[config.mk]
export PLATFORM = sky130hd
export DESIGN_NAME = booth_mult_seq
export DESIGN_NICKNAME = d
export VERILOG_FILES = /design/src/rtl/mult_pkg.sv /design/src/rtl/booth_recode.sv /design/src/rtl/booth_mult_seq.sv
export SDC_FILE = /design/constraint.sdc
export NUM_CORES = 1
export LEC_CHECK = 0
export BUFFER_PORTS_ARGS = -buffer_cell sky130_fd_sc_hd__buf_4
export CORE_MARGIN = 2
export CORE_UTILIZATION = 55
export CTS_CLUSTER_SIZE = 16
export DETAILED_ROUTE_END_ITERATION = 7
export PLACE_DENSITY = 0.77
export SYNTH_ARGS = -nofsm -noshare
export SYNTH_HDL_FRONTEND = slang
export SYNTH_SLANG_ARGS = --single-unit
[constraint.sdc]
create_clock -name clk -period 18.1 [get_ports clk]
set_clock_uncertainty 0.1 [all_clocks]
set_input_delay 3.62 -clock clk [delete_from_list [all_inputs] [get_ports clk]]
set_output_delay 3.62 -clock clk [all_outputs]
set_load 0.005 [all_outputs]
[src/rtl/mult_pkg.sv]
// Shared types and Booth operation codes for the sequential multiplier.
package mult_pkg;

    typedef enum logic [1:0] {
        IDLE = 2'b00,
        RUN  = 2'b01,
        DONE = 2'b10
    } state_t;

    localparam logic [1:0] OP_NONE = 2'b00;
    localparam logic [1:0] OP_ADD  = 2'b01;
    localparam logic [1:0] OP_SUB  = 2'b10;

endpackage

[src/rtl/booth_recode.sv]
// Radix-2 Booth recoder: maps {Q[0], Q_-1} onto an add/subtract/none operation.
module booth_recode
    import mult_pkg::*;
(
    input  logic       q1,
    input  logic       q0,
    output logic [1:0] op
);

    always_comb begin
        op = OP_NONE;
        case ({q1, q0})
            2'b01:   op = OP_ADD;
            2'b10:   op = OP_SUB;
            default: op = OP_NONE;
        endcase
    end

endmodule

[src/rtl/booth_mult_seq.sv]
// Iterative radix-2 Booth multiplier: one add/sub plus arithmetic shift per cycle,
// signed 2*WIDTH product delivered with a one-cycle done pulse.
module booth_mult_seq
    import mult_pkg::*;
#(
    parameter int WIDTH = 32,
    parameter int CNT_W = $clog2(WIDTH + 1)
) (
    input  logic                        clk,
    input  logic                        rst,
    input  logic                        start,
    input  logic signed [WIDTH-1:0]     multiplicand,
    input  logic signed [WIDTH-1:0]     multiplier,
    output logic                        busy,
    output logic                        done,
    output logic signed [2*WIDTH-1:0]   product
);

    state_t                   state;
    state_t                   state_nxt;
    logic signed [WIDTH:0]    a;
    logic signed [WIDTH:0]    m;
    logic [WIDTH-1:0]         q;
    logic                     q_m1;
    logic [CNT_W-1:0]         count;
    logic [1:0]               op;
    logic signed [WIDTH:0]    sum;
    logic signed [WIDTH:0]    a_sh;
    logic [WIDTH-1:0]         q_sh;
    logic                     last;

    booth_recode u_recode (
        .q1 (q[0]),
        .q0 (q_m1),
        .op (op)
    );

    // A is one bit wider than the operands, so A - M never overflows for M = -2^(WIDTH-1)
    always_comb begin
        sum = a;
        case (op)
            OP_ADD:  sum = a + m;
            OP_SUB:  sum = a - m;
            default: sum = a;
        endcase
        a_sh = {sum[WIDTH], sum[WIDTH:1]};
        q_sh = {sum[0], q[WIDTH-1:1]};
    end

    assign last = (count == CNT_W'(1));

    always_comb begin
        state_nxt = state;
        case (state)
            IDLE:    if (start) state_nxt = RUN;
            RUN:     if (last) state_nxt = DONE;
            DONE:    state_nxt = IDLE;
            default: state_nxt = IDLE;
        endcase
    end

    always_ff @(posedge clk or posedge rst) begin
        if (rst) begin
            state <= IDLE;
        end else begin
            state <= state_nxt;
        end
    end

    always_ff @(posedge clk or posedge rst) begin
        if (rst) begin
            a       <= '0;
            m       <= '0;
            q       <= '0;
            q_m1    <= 1'b0;
            count   <= '0;
            product <= '0;
        end else begin
            case (state)
                IDLE: begin
                    if (start) begin
                        a     <= '0;
                        m     <= {multiplicand[WIDTH-1], multiplicand};
                        q     <= multiplier;
                        q_m1  <= 1'b0;
                        count <= CNT_W'(WIDTH);
                    end
                end
                RUN: begin
                    a     <= a_sh;
                    q     <= q_sh;
                    q_m1  <= q[0];
                    count <= count - CNT_W'(1);
                    if (last) begin
                        product <= {a_sh[WIDTH-1:0], q_sh};
                    end
                end
                default: ;
            endcase
        end
    end

    assign busy = (state != IDLE);
    assign done = (state == DONE);

endmodule
Word level (Yosys, flattened, before mapping)

Index checks and enable logic that the tools add are counted.

Register bits: 170
Bits of input ports: 67
Output and inout port bits: 66
Word-level logic and storage cells: 39

$add $sub $neg: 3
Eq/ne operators: 9
Multiplexer cells: 13
Reductions and logical operators: 7

Operator list:

| kind                                                                   | count |
|---|---|
| 33-bit case mux with 2 select lines                                    | 2 |
| 32-bit case mux with 2 select lines                                    | 1 |
| 33-bit by 32-bit adder with 33-bit output                              | 1 |
| 33-bit two-way mux                                                     | 1 |
| 33-bit by 32-bit subtractor with 33-bit output                         | 1 |
| 32-bit two-way mux                                                     | 1 |
| 6-bit case mux with 2 select lines                                     | 1 |
| 2-bit case mux with 2 select lines                                     | 2 |
| 2-bit AND reduction                                                    | 4 |
| 2-bit by 1-bit equality test with 1-bit output (second input constant) | 3 |
| 2-bit equality test (second input constant)                            | 3 |
| 6-bit by 1-bit equality test with 1-bit output (second input constant) | 1 |
| 6-bit two-way mux                                                      | 1 |
| 6-bit by 1-bit subtractor with 6-bit output (second input constant)    | 1 |
| 2-bit two-way mux                                                      | 2 |
| 2-bit inequality test (second input constant)                          | 2 |
| 2-bit nonzero test                                                     | 2 |
| 2-bit logical NOT                                                      | 1 |
| 1-bit case mux with 2 select lines                                     | 1 |
| 1-bit two-way mux                                                      | 1 |

Longest topological paths before layout

Depth in word-level cells: 5
Mapped depth: 18

Hierarchy

Synthesis repeated with hierarchy kept, for this count alone.

Cells, all modules: 1108
Area total of the unflattened synthesis: 9340.2 um^2

By module, submodules not included:

| module         | instances | cells an instance | area an instance (um^2) | seq. area each (um^2) |
|---|---|---|---|---|
| booth_mult_seq | 1         | 1106              | 9325.2                  | 4229.1 |
| booth_recode   | 1         | 2                 | 15.0                    | 0.0 |

Least setup slack after synthesis

No wires, ideal clock.

Kind: input to register
From: input start
To: register q[10]
Library setup time: 66 ps
Arrival time: 4620 ps
Required time: 17934 ps
Path slack: 13314 ps
Stages: 6
Buffers on the path: 2
Cell sequence: and2_1 clkbuf_1 nor2_1 clkbuf_1 nand2_1 nand2_1

Longest elaborated chain between the ends: 2

RTL lines:

| element                                | RTL line             | source |
|---|---|---|
| start: declaration                     | booth_mult_seq.sv:11 | `input logic start,` |
| 2-bit inequality test (no source line) | --                   |  |
| 2-bit AND reduction (no source line)   | --                   |  |
| end signal: assignment                 | booth_mult_seq.sv:84 | `q <= multiplier;` |
| end signal: assignment                 | booth_mult_seq.sv:91 | `q <= q_sh;` |
| end: declaration                       | booth_mult_seq.sv:23 | `logic [WIDTH-1:0] q;` |

No other way between the ends.
A chain may end at the register's enable or synchronous reset.

Worst setup path in the final report

From: register state[1]
To: output busy

Longest elaborated chain between the ends: 1

RTL lines:

| element                  | RTL line              | source |
|---|---|---|
| start: declaration       | booth_mult_seq.sv:19  | `state_t state;` |
| start signal: assignment | booth_mult_seq.sv:66  | `state <= state_nxt;` |
| 2-bit nonzero test       | booth_mult_seq.sv:103 | `assign busy = (state != IDLE);` |
| end: declaration         | booth_mult_seq.sv:14  | `output logic busy,` |

No other way between the ends.

==> flow_summary.yaml <==
synthesis:
  ys_warn_count: 0
  postSynth.asyncResetShare_pct: 100
  mappedNetlistArea_mm2: 0.00939
  count_of_state_elements_after_synthesis: 169
  synth_sequential_area_ratio_pct: 45.0
  synth_top_flop_cell: "dfrtp_1"
  postSynthAreaPerCell_um2: 8.42
  count_of_flip_flops_with_a_built_in_enable_after_synthesis: 0
  synth_nets: 1219
  post_synth_num_cell_types: 59
  netlist_instances: 1115
floorplan:
  die_width_um: 135
  core_rows: 47
  die_h_um: 135
  die_area_mm2: 0.0181
  placeableCoreArea_mm2: 0.0166
  initial_core_util_pct: 56.4
  boundaryPins: 133
place:
  pre_cts_slack_ns: 12.67
  place_congestion: 0.941
  dpl.cell_count: 1417
  post-dp-hpwl_um: 15900
  placement.cell_area_mm2: 0.0105
  placement.io_buffers: 132
clocking:
  tritoncts: "yes"
  maximum_number_of_buffers_from_clock_root_to_sink: 2
  clock_tree.htree_level_count: 4
  clkTransAtPathRegs_ns: 0.07
  clock_latency_ns: 0.44
  clock_buffer_count_from_cts: 17
  post_cts_buffers: 0
  clockRootBuffer: "clkbuf_16"
  post_cts_resize_count: 0
  cts.hold.buffers_added: 0
  numClockSinks: 169
timing:
  setup_viol: 0
  period_share_pct: 27.7
  final-max-slew-violation-count: 0
  fmax_mhz: 200
  max_slew.worst_pin.slew_ns: 1.01
  tns_ns: 0
  fin_ws_ns: 13.09
  timing.max_slew.rel_slack_pct: 32.6
  post-route-min-period_ns: 5.01
  hold_viol: 0
  unrepaired_setup_endpoints_after_global_routing: "no"
route:
  drt_first_pass_iters: 6
  ant_nets: 0
  detail_route.vias_per_cell: 5.75
  vias: 8338
  wirelength_um: 23400
  routed_length_per_placed_instance_um: 16.2
  drc: 0
  detail_route.iter0.violations: 722
global_routing:
  gr-total-overflow: 0
  grt_start_max_net_pins: 103
  grt_use_total_pct: 26.9
  initial_antenna_violation_count: 0
  grt_first_pass_wirelength_um: 39000
  first_global_vias: 7866
layout:
  layout.cell_area.non_filler_mm2: 0.0111
  post_route_cells_drive_above_1_share_pct: 15.5
  stdcell_count: 1449
  syn2layout_area_growth_pct: 18.3
  diodes: 0
  final_nets: 1320
critical_path:
  critPathCaptureType: "output pin"
  worst-endpoint-required_ns: 14.38
  crit_path_kind: "flip-flop to output pin"
  startpoint_type: "flip-flop"
  critical_path.max_fanout: 4
  worst_ep_arrival_time_ns: 1.29
flow_run:
  max_cap_viol_count: 0
status:
  run_status: "finished clean"
min_path:
  hp-class: "flip-flop to flip-flop"
-- flip-flops by register name, summed over array words and instances, names as in the netlist --
name and cells:
m 32, product 64, q 32, q_m1 1, count 6, a 32, state 2
-- layout by cell type, fill, tap and decap left out, types with 10 or more instances in the layout --
master     Yosys  layout
a21o_1        12      12
a21oi_1       63      63
a22oi_1       32      32
a31oi_1       15      15
and3_1        11      11
buf_4          0     140
clkbuf_16      0      17
dfrtp_1      169     169
ha_1          36      36
inv_1         23      22
mux2i_1       13      13
nand2_1      320     318
nand3_1       46      46
nor2_1        55      54
nor3_1        23      23
o21ai_0       74      74
xnor2_1       39      39
xor2_1        10      10
-- layer usage --
layer | vias to the layer above | share of wire, % | track usage, %
met5 | - | 0 | 0
met4 | 0 | 2.0 | 9.18
met3 | 36 | 6.7 | 5.07
met2 | 272 | 44 | 39.8
met1 | 3969 | 47 | 39.7
li1 | 4061 | - | -
-- path summary, 6_finish.rpt --
path | from | endpoint | slack [ns] | cells past startpoint
max reg2reg | m[0] | a[31] | 13.20 | 16
max | state[1] | busy | 13.09 | 3
max in group asynchronous | rst | m[9] | 13.26 | 3
min reg2reg | product[27] | product[27] | 0.38 | 2
min | product[27] | product[27] | 0.38 | 2
min in group asynchronous | rst | product[18] | 3.27 | 2
-- cell usage after synthesis, types with 3 or more instances --
cell	count	area [um^2]
xor2_1	10	87.6
o21ai_0	74	370
a211oi_1	7	52.6
o31ai_1	7	52.6
nor2b_1	3	18.8
o41ai_1	5	43.8
and3_1	11	68.8
or4b_1	3	30.0
inv_1	23	86.3
ha_1	36	450
nand2b_1	8	50.1
and2_1	9	56.3
a22oi_1	32	240
mux2i_1	13	130
dfrtp_1	169	4230
o211ai_1	9	67.6
or3_1	4	25.0
nand3_1	46	230
xnor2_1	39	342
o21a_1	6	45.0
mux2_2	4	45.0
a21o_1	12	90.1
nor4_1	3	18.8
o21ai_1	5	25.0
nand2_1	320	1200
a31oi_1	15	93.8
nor2_1	55	206
buf_1	6	22.5
clkbuf_1	52	195
a21oi_1	63	315
nor3_1	23	115
nand4_1	4	25.0
or4_1	6	45.0
-- final cells by class --
class                           count  area, um^2
Clock inverter                     12         131
Clock buffer                       20         457
Fill cell                        1397        5530
Multi-Input combinational cell    863        4870
Sequential cell                   169        4230
Timing Repair Buffer              140        1050
Inverter                           25        98.8
Tap cell                          220         275
-- through the flow --
stage               hold slack, ns  util, %
detailed placement           0.364     63.2
global placement             0.361     63.2
global route                 0.400     66.8
floorplan                    0.346        -
CTS                          0.381     66.8
finish                       0.377     66.8
-- logic make-up (layout without fill, tap and decap cells) --
family | Yosys count | after routing | synth area share [%]
simple gates | 502 | 502 | 23.1
compound gates | 258 | 258 | 17.1
flops | 169 | 169 | 45.0
buf+inv | 83 | 197 | 3.32
xor+xnor | 49 | 49 | 4.57
fa+ha+maj | 37 | 37 | 5.01
mux | 17 | 17 | 1.87
-- worst max-delay path, stage by stage (launching register included) --
cell and delay (ns):
dfrtp_1 0.43, nor2_1 0.23, inv_1 0.06, buf_4 0.13
Power is left out: the tool's default activity adds up to more than one toggle a clock period on the data nets, which glitch-free logic cannot reach.
